`config.mk`:
```
export PLATFORM = sky130hd
export DESIGN_NAME = sdr_16_port_arb
export DESIGN_NICKNAME = d
export VERILOG_FILES = /design/src/rtl/sdr_16_port_arb.sv
export SDC_FILE = /design/constraint.sdc
export NUM_CORES = 1
export LEC_CHECK = 0
export BUFFER_PORTS_ARGS = -buffer_cell sky130_fd_sc_hd__buf_2
export CAP_MARGIN = 10
export CORE_ASPECT_RATIO = 1.5
export CORE_MARGIN = 3
export CORE_UTILIZATION = 55
export CTS_CLUSTER_DIAMETER = 120
export DETAILED_ROUTE_END_ITERATION = 16
export PLACE_DENSITY = 0.87
export SLEW_MARGIN = 20
export SYNTH_ARGS = -nofsm -noshare
export SYNTH_HDL_FRONTEND = slang
export SYNTH_SLANG_ARGS = --single-unit
```
`constraint.sdc`:
```
create_clock -name sdram_clk -period 5.7 [get_ports sdram_clk]
set_clock_uncertainty 0.05 [all_clocks]
set_input_delay 1.14 -clock sdram_clk [delete_from_list [all_inputs] [get_ports sdram_clk]]
set_output_delay 1.14 -clock sdram_clk [all_outputs]
set_load 0.02 [all_outputs]
```
`src/rtl/sdr_16_port_arb.sv`:
```
// Port arbiter and refresh scheduler sharing one SDR SDRAM control FSM among up to four ports.
// Define SDR_16_RR_ARB_EN for round-robin arbitration; otherwise fixed priority (port 0 highest).
module sdr_16_port_arb #(
  parameter int NR_OF_PORTS  = 4,
  parameter int RFR_INTERVAL = 780
) (
  input  logic                   sdram_clk,
  input  logic                   sdram_rst,
  input  logic [NR_OF_PORTS-1:0] port_empty,
  output logic [NR_OF_PORTS-1:0] port_rd_adr,
  output logic [NR_OF_PORTS-1:0] port_rd_data,
  output logic [NR_OF_PORTS-1:0] grant,
  output logic [1:0]             grant_id,
  output logic                   fifo_empty,
  input  logic                   fifo_rd_adr,
  input  logic                   fifo_rd_data,
  input  logic                   state_idle,
  input  logic                   cmd_aref,
  output logic                   refresh_req
);

  typedef enum logic [1:0] {ARB_IDLE, ARB_GNT, ARB_BUSY} arb_t;

  arb_t                   state;
  logic [15:0]            tmr;
  logic [2:0]             pend;
  logic                   tick;
  logic [NR_OF_PORTS-1:0] req;
  logic [1:0]             win;
  logic [NR_OF_PORTS-1:0] win_oh;

  assign req  = ~port_empty;
  assign tick = (tmr == 16'd0);

  always_comb begin : sel
    int  idx;
    logic found;
    idx   = 0;
    found = 1'b0;
    win   = grant_id;
`ifdef SDR_16_RR_ARB_EN
    // Search begins one past the previous owner so every requester gets a turn.
    for (int k = 1; k <= NR_OF_PORTS; k++) begin
      idx = (int'(grant_id) + k) % NR_OF_PORTS;
      if (!found && req[idx]) begin
        win   = 2'(idx);
        found = 1'b1;
      end
    end
`else
    for (int i = NR_OF_PORTS - 1; i >= 0; i--) begin
      if (req[i]) begin
        win   = 2'(i);
        found = 1'b1;
      end
    end
`endif
    for (int i = 0; i < NR_OF_PORTS; i++) win_oh[i] = (win == 2'(i));
  end

  // Grant is one-hot, so scanning it is equivalent to indexing by grant_id.
  always_comb begin
    fifo_empty = 1'b1;
    for (int i = 0; i < NR_OF_PORTS; i++)
      if (grant[i]) fifo_empty = port_empty[i];
  end

  assign port_rd_adr  = {NR_OF_PORTS{fifo_rd_adr}} & grant;
  assign port_rd_data = {NR_OF_PORTS{fifo_rd_data}} & grant;
  assign refresh_req  = (pend != 3'd0) && (state == ARB_IDLE);

  always_ff @(posedge sdram_clk or posedge sdram_rst) begin
    if (sdram_rst) tmr <= 16'(RFR_INTERVAL - 1);
    else if (tick) tmr <= 16'(RFR_INTERVAL - 1);
    else           tmr <= tmr - 16'd1;
  end

  always_ff @(posedge sdram_clk or posedge sdram_rst) begin
    if (sdram_rst) pend <= 3'd0;
    else begin
      case ({tick, cmd_aref})
        2'b10:   if (pend != 3'd7) pend <= pend + 3'd1;
        2'b01:   if (pend != 3'd0) pend <= pend - 3'd1;
        default: pend <= pend;
      endcase
    end
  end

  // A pending refresh only blocks new grants; an owner keeps the FSM until it idles.
  always_ff @(posedge sdram_clk or posedge sdram_rst) begin
    if (sdram_rst) begin
      state    <= ARB_IDLE;
      grant    <= '0;
      grant_id <= 2'd0;
    end else begin
      case (state)
        ARB_IDLE: begin
          if (state_idle && pend == 3'd0 && |req) begin
            grant    <= win_oh;
            grant_id <= win;
            state    <= ARB_GNT;
          end else begin
            grant <= '0;
          end
        end
        ARB_GNT: if (!state_idle) state <= ARB_BUSY;
        ARB_BUSY: begin
          if (state_idle) begin
            grant <= '0;
            state <= ARB_IDLE;
          end
        end
        default: begin
          grant <= '0;
          state <= ARB_IDLE;
        end
      endcase
    end
  end

endmodule

```
Word-level counts from Yosys, hierarchy flattened:

Cells that the tools add are included.

* memory bits (writable): 0
* ROM bits: 0
* flip-flop bits (word level): 27
* word-level logic and storage cells: 58
* output and inout bits: 16
* memories: 0
* latch bits: 0
* input bits: 10

* $mul: 0
* reductions and logical operators: 14
* $lt $le $gt $ge: 0
* equal/unequal tests: 13
* div/mod/pow operators: 0
* mux-type cells: 19
* bitwise operators: 4
* shift-type cells: 0
* add/sub/neg operators: 3

Operators by type and width (number)
* $logic_not 16->1: 1
* $mux 16: 1
* $sub 16x1->16 const B: 1
* $mux 2: 7
* $pmux 4 s3: 1
* $and 4x4->4: 2
* $eq 2x2->1 const B: 4
* $mux 4: 2
* $ne 2x2->1 const B: 4
* $eq 2x1->1 const B: 3
* $mux 3: 2
* $pmux 2 s3: 1
* $pmux 3 s2: 1
* $reduce_and 3->1: 2
* $logic_not 2->1: 2
* $mux 1: 4
* $not 4->4: 1
* $reduce_and 2->1: 2
* $reduce_or 4->1: 1
* $add 3x1->3 const B: 1
* $logic_and 1x1->1: 3
* $logic_not 3->1: 1
* $ne 3x3->1 const B: 1
* $reduce_bool 3->1: 1
* other kinds (4): 4

Logic depth before layout (Yosys ltp):

Gate-level depths: netlist of the first run.

* depth after elaboration: 8
* mapped depth: 12
* mapped depth without buffers: 12

Worst setup path after synthesis of the first run:

OpenSTA, ideal clock, no wires.

* kind: input-to-output
* start: input port port_empty[1]
* end: output port fifo_empty
* arrival: 1811 ps
* data required time: 4510 ps
* setup slack: 2699 ps
* cell stages on the path: 4
* buffers on the path: 0
* cell sequence: inv_1 -> a211oi_1 -> a211oi_1 -> a21oi_1

* word-level cells in the longest chain between the ends: 3

RTL lines
* start, declared: line 9 `input logic [NR_OF_PORTS-1:0] port_empty,`
* $mux 1 (3 in series): line 65 `if (grant[i]) fifo_empty = port_empty[i];`
* end, declared: line 14 `output logic fifo_empty,`

No other way between the ends.

Worst setup path after layout of the first run:

* start: register tmr[7]
* end: register pend[2]

* word-level cells in the longest chain between the ends: 4
* elaborated cells between the ends (all ways): 8
* classes of those cells: eq/ne: 4; mux: 1; reduce/logical: 3

RTL lines
* start, declared: line 25 `logic [15:0] tmr;`
* start signal, assigned: line 73 `if (sdram_rst) tmr <= 16'(RFR_INTERVAL - 1);`
* start signal, assigned: line 74 `else if (tick) tmr <= 16'(RFR_INTERVAL - 1);`
* start signal, assigned: line 75 `else tmr <= tmr - 16'd1;`
* $logic_not 16->1 *: line 33 `assign tick = (tmr == 16'd0);`
* $eq 2x2->1 / $eq 2x1->1 (equally long branches): line 81 `case ({tick, cmd_aref})`
* $ne 2x2->1 (no source line) / $reduce_bool 2->1 (equally long branches)
* $reduce_and 3->1 (no source line)
* end signal, assigned: line 82 `2'b10: if (pend != 3'd7) pend <= pend + 3'd1;`
* end signal, assigned: line 83 `2'b01: if (pend != 3'd0) pend <= pend - 3'd1;`
* end signal, assigned: line 84 `default: pend <= pend;`
* end, declared: line 26 `logic [2:0] pend;`

Every way passes the cells marked *; elsewhere a longest branch is shown, timed or not.
A chain may end at the register's enable or synchronous reset.

==> run_results.csv, run 1 <==
group,metric,value,unit
worst_setup_path,critPathMaxStageDelay,0.83,ns
finish,synthToLayoutAreaGrowth,11.8,%
global_routing,maximum_number_of_pins_on_one_net_before_global_route_repair,28,
clock_network,cts_root_buf,"sky130_fd_sc_hd__clkbuf_4",
clock_network,tritoncts.num_buffers,3,
floorplan,placement_rows,22,
floorplan,fp.dieArea,3280,µm²
timing,final-max-slew-violation-count,0,
clock_network,htree_depth,1,
min_path,holdCritPathClass,"reg2reg",
clock_network,post-cts-setup-buffers,0,
timing,timing.setup.tns,0,ns
flow_run,max_cap_violations,0,
run_status,run_status,"finished clean",
timing,finalSetupViolCount,0,
route,ant_nets_after_route,0,
pwr,power.density,269,nW/µm²
place,place.detailed.hpwl,2.18,mm
yosys,synthesis.nets,164,
yosys,synth.avg_cell_area,9.73,µm²
place,port_buffers,25,
worst_setup_path,ff2ff_setup_slack,2.17,ns
route,detail_route.vias_per_cell,5.90,
worst_setup_path,crit_type,"reg2reg",
timing,worst_slew_pin_slew,0.991,ns
route,initialDrtViolationCount,74,
finish,fillers,187,
worst_setup_path,critical_path_buf_inv_count,1,
global_routing,grt_first_pass_wirelength,4.73,mm
worst_setup_path,timing.critical_path.slowest_stage_cell,"sky130_fd_sc_hd__nor4_2",
route,route.detailed.wl_per_inst,14.0,µm
worst_setup_path,critical_path.top_delay_family,"simple AND/OR/NAND/NOR gates",
yosys,synth_area,1440,µm²
floorplan,initial_utilization,0.581,
timing,maxSlewHeadroom,0.338,
worst_setup_path,start_kind,"flop",
clock_network,clock_insertion_delay_worst_skew,0.32,ns
clock_network,ctsResizeCount,0,
place,place.gp.congestion,0.791,
global_routing,global_route.overflow_total,0,
finish,final_net_count,192,
worst_setup_path,cp_required,5.87,ns
clock_network,tritoncts,"yes",
timing,min_period,3.53,ns
yosys,yosys.cell_types.count,32,
timing,maximum_achievable_frequency,0.283,GHz
clock_network,cts_max_path_buffers,2,
pwr,report.power.total,0.433,mW
yosys,postSynthRegisterBits,27,
global_routing,combined_global_route_utilization_of_all_metal_layers,0.201,
floorplan,chipWidth,47.8,µm
timing,period_share,0.620,
timing,rsz0062_at_grt,"false",
route,detail_route.first_pass.iterations,6,
clock_network,clk_pin_slew_worst_paths,0.13,ns
yosys,ys_seq_area_frac,0.474,
clock_network,clock-sinks,27,
yosys,syn_inst,148,
floorplan,core-area,2480,µm²
finish,antenna_cells,0,
clock_network,post_cts_hold_buffer_count,0,
yosys,synth_warnings,0,
worst_setup_path,critPathArrivalTime,3.71,ns
timing,hold_viol_final,0,
global_routing,number_of_global_route_vias_before_repair,1163,
global_routing,antenna_found_initial,0,
floorplan,die_y,68.7,µm
floorplan,ios,26,
pwr,irDropWorstVdd,0.000189,V
worst_setup_path,critPathCaptureType,"flop",
finish,final_layout_size_suffix_gt1_frac,0.229,
worst_setup_path,worst-path-max-fanout,11,
route,total_vias_in_the_final_route,1175,
worst_setup_path,cp_cell_sequence,"nor4_4, nand3b_2, nor4_2, inv_1, ha_1, xor2_1, ha_1, a21oi_1, xnor2_1, nand3_1, xnor2_1",
route,post-route-drc-count,0,
route,totalWireLength,2.78,mm
pwr,cell_leakage_power,0.761,nW
[where the power goes]
| group | internal [mW] | switching, mW | leakage [nW] |
|---|---|---|---|
| Combinational | 0.0489 | 0.0661 | 0.415 |
| Clock | 0.0274 | 0.0531 | 0.0150 |
| Sequential | 0.215 | 0.0225 | 0.332 |
[final timing paths]
| path | depth (start not counted) | to | start |
|---|---|---|---|
| max | 11 | pend[2]$_DFFE_PP0P_ | tmr[7]$_DFF_PP0_ |
| min | 1 | tmr[0]$_DFF_PP1_ | tmr[0]$_DFF_PP1_ |
| max reg2reg | 11 | pend[2]$_DFFE_PP0P_ | tmr[7]$_DFF_PP0_ |
| min reg2reg | 1 | tmr[0]$_DFF_PP1_ | tmr[0]$_DFF_PP1_ |
| max in group asynchronous | 2 | tmr[15]$_DFF_PP0_ | sdram_rst |
| min in group asynchronous | 2 | pend[2]$_DFFE_PP0P_ | sdram_rst |
[stage by stage]
step	setup WS (ns)	std cells	area (µm²)	hold WS, ns	utilization
2_1_floorplan	2.70	148	1440	0.393	-
3_3_place_gp	2.43	195	1580	0.417	0.639
3_5_place_dp	2.17	195	1580	0.414	0.639
4_1_cts	2.16	199	1610	0.447	0.650
5_1_grt	1.86	199	1610	0.455	0.650
6_report	2.17	199	1610	0.444	0.650
[sequential cells by signal, summed over array words and instances (netlist names)]
signal / flops
grant: 4
tmr: 16
grant_id: 2
state: 2
pend: 3
[layout by cell type, fill, tap and decap left out, types with 2 or more instances in the layout]
master	Yosys	layout
sky130_fd_sc_hd__a211oi_1	2	2
sky130_fd_sc_hd__a21oi_1	8	8
sky130_fd_sc_hd__and2_1	8	8
sky130_fd_sc_hd__buf_2	0	25
sky130_fd_sc_hd__clkbuf_4	0	3
sky130_fd_sc_hd__dfrtp_1	22	22
sky130_fd_sc_hd__dfstp_2	5	5
sky130_fd_sc_hd__ha_1	6	6
sky130_fd_sc_hd__inv_1	8	8
sky130_fd_sc_hd__mux2_2	2	2
sky130_fd_sc_hd__nand2_1	18	18
sky130_fd_sc_hd__nand3_1	6	6
sky130_fd_sc_hd__nand4_1	3	3
sky130_fd_sc_hd__nor2_1	16	16
sky130_fd_sc_hd__nor3_1	5	5
sky130_fd_sc_hd__nor4_4	2	2
sky130_fd_sc_hd__o21ai_0	8	8
sky130_fd_sc_hd__o31ai_1	2	2
sky130_fd_sc_hd__xnor2_1	4	4
sky130_fd_sc_hd__xor2_1	9	9
[cell usage after synthesis, drive strengths merged]
cell type / count / area, µm²
o31ai: 2 / 15.0
o21ai: 8 / 40.0
ha: 6 / 75.1
nand3: 6 / 30.0
dfstp: 5 / 131
a211oi: 2 / 15.0
nand3b: 1 / 11.3
nor2b: 1 / 6.26
nor4: 3 / 55.1
clkbuf: 1 / 3.75
o22a: 1 / 8.76
mux2: 2 / 22.5
nand4b: 1 / 8.76
nand4: 3 / 18.8
nor3b: 1 / 7.51
nor2: 16 / 60.1
nor3: 5 / 25.0
and2: 8 / 50.1
xnor2: 4 / 35.0
nand2b: 1 / 6.26
buf: 1 / 7.51
dfrtp: 22 / 551
xor2: 9 / 78.8
or4b: 1 / 10.0
and3: 1 / 6.26
nand2: 19 / 73.8
inv: 8 / 30.0
a32o: 1 / 10.0
a21oi: 8 / 40.0
or4: 1 / 7.51
[final cells by class]
| class | instances | area [µm²] | area share |
|---|---|---|---|
| Clock buffer | 4 | 26.3 | 0.0163 |
| Sequential cell | 27 | 682 | 0.423 |
| Multi-Input combinational cell | 111 | 717 | 0.445 |
| Inverter | 8 | 30.0 | 0.0186 |
| Timing Repair Buffer | 25 | 125 | 0.0777 |
| Tap cell | 24 | 30.0 | 0.0186 |
[per-layer routing]
layer  wire length, µm  GRT usage  vias to the layer above
met5                 0          0                        -
met3               163     0.0312                        9
met2              1500      0.368                       49
met4                53      0.101                        0
met1              1060      0.210                      557
li1                  -          -                      560
[cell families (layout without fill, tap and decap cells)]
group | Yosys count | in the layout | synth area share
AND/OR/NAND/NOR | 68 | 68 | 0.262
flip-flops | 27 | 27 | 0.474
AO/OA/AOI/OAI | 22 | 22 | 0.0895
XOR/XNOR | 13 | 13 | 0.0791
buffers and inverters | 10 | 37 | 0.0287
adder cells (fa/ha/maj) | 6 | 6 | 0.0521
multiplexers | 2 | 2 | 0.0156
Power figures use the tool's default switching activity.
==> run 2: changes to the inputs <==
CORE_UTILIZATION = 54   (was 55)
PLACE_DENSITY = 0.86   (was 0.87)
clock period = 3.3 ns   (was 5.7 ns; I/O delays follow)
==> run 2 against run 1 <==
Against the previous run:
- global-route usage decreased by 1.5 points
- utilization increased by 0.23 points
- critical path type unchanged
- sequential share of layout area decreased by 0.62 points
- routed wire length decreased by 0.72%
- critical path depth unchanged
- final cell count increased by 6.5%
- setup slack got worse by 1.7 ns
- worst hold slack about the same
==> run_results.csv, run 2 (same netlist as run 1, synthesis figures left out) <==
group,metric,value,unit
timing,hold_viol_final,0,
timing,worst_slew_pin_slew,0.966,ns
finish,most-common-layout-cells,"25 x sky130_fd_sc_hd__buf_2, 22 x sky130_fd_sc_hd__dfrtp_1, 18 x sky130_fd_sc_hd__nand2_1, 16 x sky130_fd_sc_hd__nor2_1, 9 x sky130_fd_sc_hd__xor2_1",
route,detail_route.first_pass.iterations,5,
route,detail_route.vias_per_cell,5.57,
global_routing,global_route.overflow_total,0,
global_routing,maximum_number_of_pins_on_one_net_before_global_route_repair,28,
worst_setup_path,cp_cell_sequence,"nor4_4, nand3b_2, nor4_2, inv_1, ha_1, xor2_1, ha_1, a21oi_1, xnor2_1, nand3_1, xnor2_1",
worst_setup_path,crit_type,"reg2reg",
route,ant_nets_after_route,0,
finish,final_net_count,193,
floorplan,ios,26,
finish,top_register,"tmr",
timing,period_share,0.850,
global_routing,grt_first_pass_wirelength,4.60,mm
floorplan,core-area,2500,µm²
global_routing,antenna_found_initial,0,
floorplan,initial_utilization,0.575,
global_routing,combined_global_route_utilization_of_all_metal_layers,0.187,
place,port_buffers,25,
finish,largest_register_ff_count,16,
timing,finalSetupViolCount,0,
min_path,holdCritPathClass,"reg2reg",
floorplan,chipWidth,48.2,µm
place,place_inst,208,
timing,maxSlewHeadroom,0.355,
clock_network,cts_root_buf,"sky130_fd_sc_hd__clkbuf_4",
route,route.detailed.wl_per_inst,13.0,µm
finish,stdcell_count,212,
run_status,run_status,"finished clean",
place,place.detailed.hpwl,2.15,mm
floorplan,fp.dieArea,3340,µm²
timing,rsz0062_at_grt,"false",
route,post-route-drc-count,0,
route,initialDrtViolationCount,21,
finish,synthToLayoutAreaGrowth,13.5,%
pwr,switching_share,0.332,
pwr,pwr-share-comb,0.263,
pwr,p_int,0.501,mW
pwr,irDropWorstVdd,0.000313,V
finish,final_layout_size_suffix_gt1_frac,0.239,
clock_network,tritoncts,"yes",
clock_network,post_cts_hold_buffer_count,0,
place,place.gp.congestion,0.886,
clock_network,clock-sinks,27,
pwr,power.density,459,nW/µm²
finish,antenna_cells,0,
clock_network,htree_depth,1,
worst_setup_path,critPathCaptureType,"flop",
clock_network,clk_pin_slew_worst_paths,0.14,ns
worst_setup_path,critPathArrivalTime,2.98,ns
clock_network,cts_max_path_buffers,2,
worst_setup_path,cp_required,3.48,ns
timing,timing.setup.tns,0,ns
finish,layout.cells.most_common,"sky130_fd_sc_hd__buf_2",
timing,min_period,2.80,ns
flow_run,max_cap_violations,0,
worst_setup_path,start_kind,"flop",
timing,final-max-slew-violation-count,0,
pwr,power.clock.fraction,0.187,
pwr,share_seq_of_total_power,0.549,
worst_setup_path,worst-path-max-fanout,7,
clock_network,ctsResizeCount,0,
floorplan,die_y,69.3,µm
worst_setup_path,critPathMaxStageDelay,0.47,ns
clock_network,clock_insertion_delay_worst_skew,0.32,ns
clock_network,post-cts-setup-buffers,0,
timing,maximum_achievable_frequency,0.357,GHz
pwr,net-switching-power,0.249,mW
clock_network,tritoncts.num_buffers,3,
finish,largest_registers,"tmr (16), grant (4), pend (3)",
route,total_vias_in_the_final_route,1180,
floorplan,placement_rows,22,
worst_setup_path,timing.critical_path.slowest_stage_cell,"sky130_fd_sc_hd__dfrtp_1",
global_routing,number_of_global_route_vias_before_repair,1180,
route,totalWireLength,2.76,mm
pwr,cell_leakage_power,0.769,nW
==> run 2: cell count changes in the layout (fill, tap and decap cells not counted) <==
cell / change
sky130_fd_sc_hd__clkinv_2: +1
sky130_fd_sc_hd__clkbuf_1: -1
sky130_fd_sc_hd__buf_4: +1
==> run 2: layer usage <==
metal,GRT usage,vias to the layer above,wire length (µm)
met5,0,-,0
met4,0.105,0,82
met2,0.321,47,1430
li1,-,563,-
met1,0.192,561,1080
met3,0.0338,9,168
==> run 2: power groups by stage <==
stage,clock [mW],combinational [mW],sequential [mW]
3_3_place_gp,0,0.191,0.413
5_1_grt,0.159,0.223,0.420
2_1_floorplan,0,0.124,0.428
4_1_cts,0.146,0.201,0.412
6_report,0.141,0.198,0.412
3_5_place_dp,0,0.201,0.418
==> run 2: worst max-delay path, delay by kind of cell, from the launching register on <==
kind | cells | cell delay [ns]
simple gates | 4 | 0.96
flops | 1 | 0.47
xor+xnor | 3 | 0.44
fa+ha+maj | 2 | 0.44
buf+inv | 1 | 0.18
compound gates | 1 | 0.16
==> run 2: final timing paths <==
kind | slack (ns) | endpoint | cells after the start | from
max | 0.50 | pend[2]$_DFFE_PP0P_ | 11 | tmr[7]$_DFF_PP0_
min | 0.44 | tmr[0]$_DFF_PP1_ | 1 | tmr[0]$_DFF_PP1_
max reg2reg | 0.50 | pend[2]$_DFFE_PP0P_ | 11 | tmr[7]$_DFF_PP0_
min reg2reg | 0.44 | tmr[0]$_DFF_PP1_ | 1 | tmr[0]$_DFF_PP1_
max in group asynchronous | 2.14 | tmr[13]$_DFF_PP0_ | 2 | sdram_rst
min in group asynchronous | 0.48 | grant_id[1]$_DFFE_PP0P_ | 2 | sdram_rst
==> run 2: final cells by class <==
| type | instances | area [µm²] |
|---|---|---|
| Fill cell | 201 | 871 |
| Multi-Input combinational cell | 111 | 717 |
| Sequential cell | 27 | 682 |
| Timing Repair Buffer | 26 | 133 |
| Tap cell | 36 | 45.0 |
| Inverter | 8 | 30.0 |
| Clock buffer | 3 | 22.5 |
| Clock inverter | 1 | 5.00 |
==> run 2: per-stage QoR <==
step | utilization | total power, mW | instance area, µm² | hold slack (ns) | worst slack (ns)
6_report | 0.652 | 0.750 | 1630 | 0.444 | 0.496
5_1_grt | 0.652 | 0.802 | 1630 | 0.452 | 0.186
4_1_cts | 0.652 | 0.758 | 1630 | 0.447 | 0.488
3_5_place_dp | 0.641 | 0.619 | 1610 | 0.413 | 0.502
3_3_place_gp | 0.641 | 0.604 | 1610 | 0.409 | 0.665
2_1_floorplan | - | 0.553 | 1440 | 0.393 | 0.768
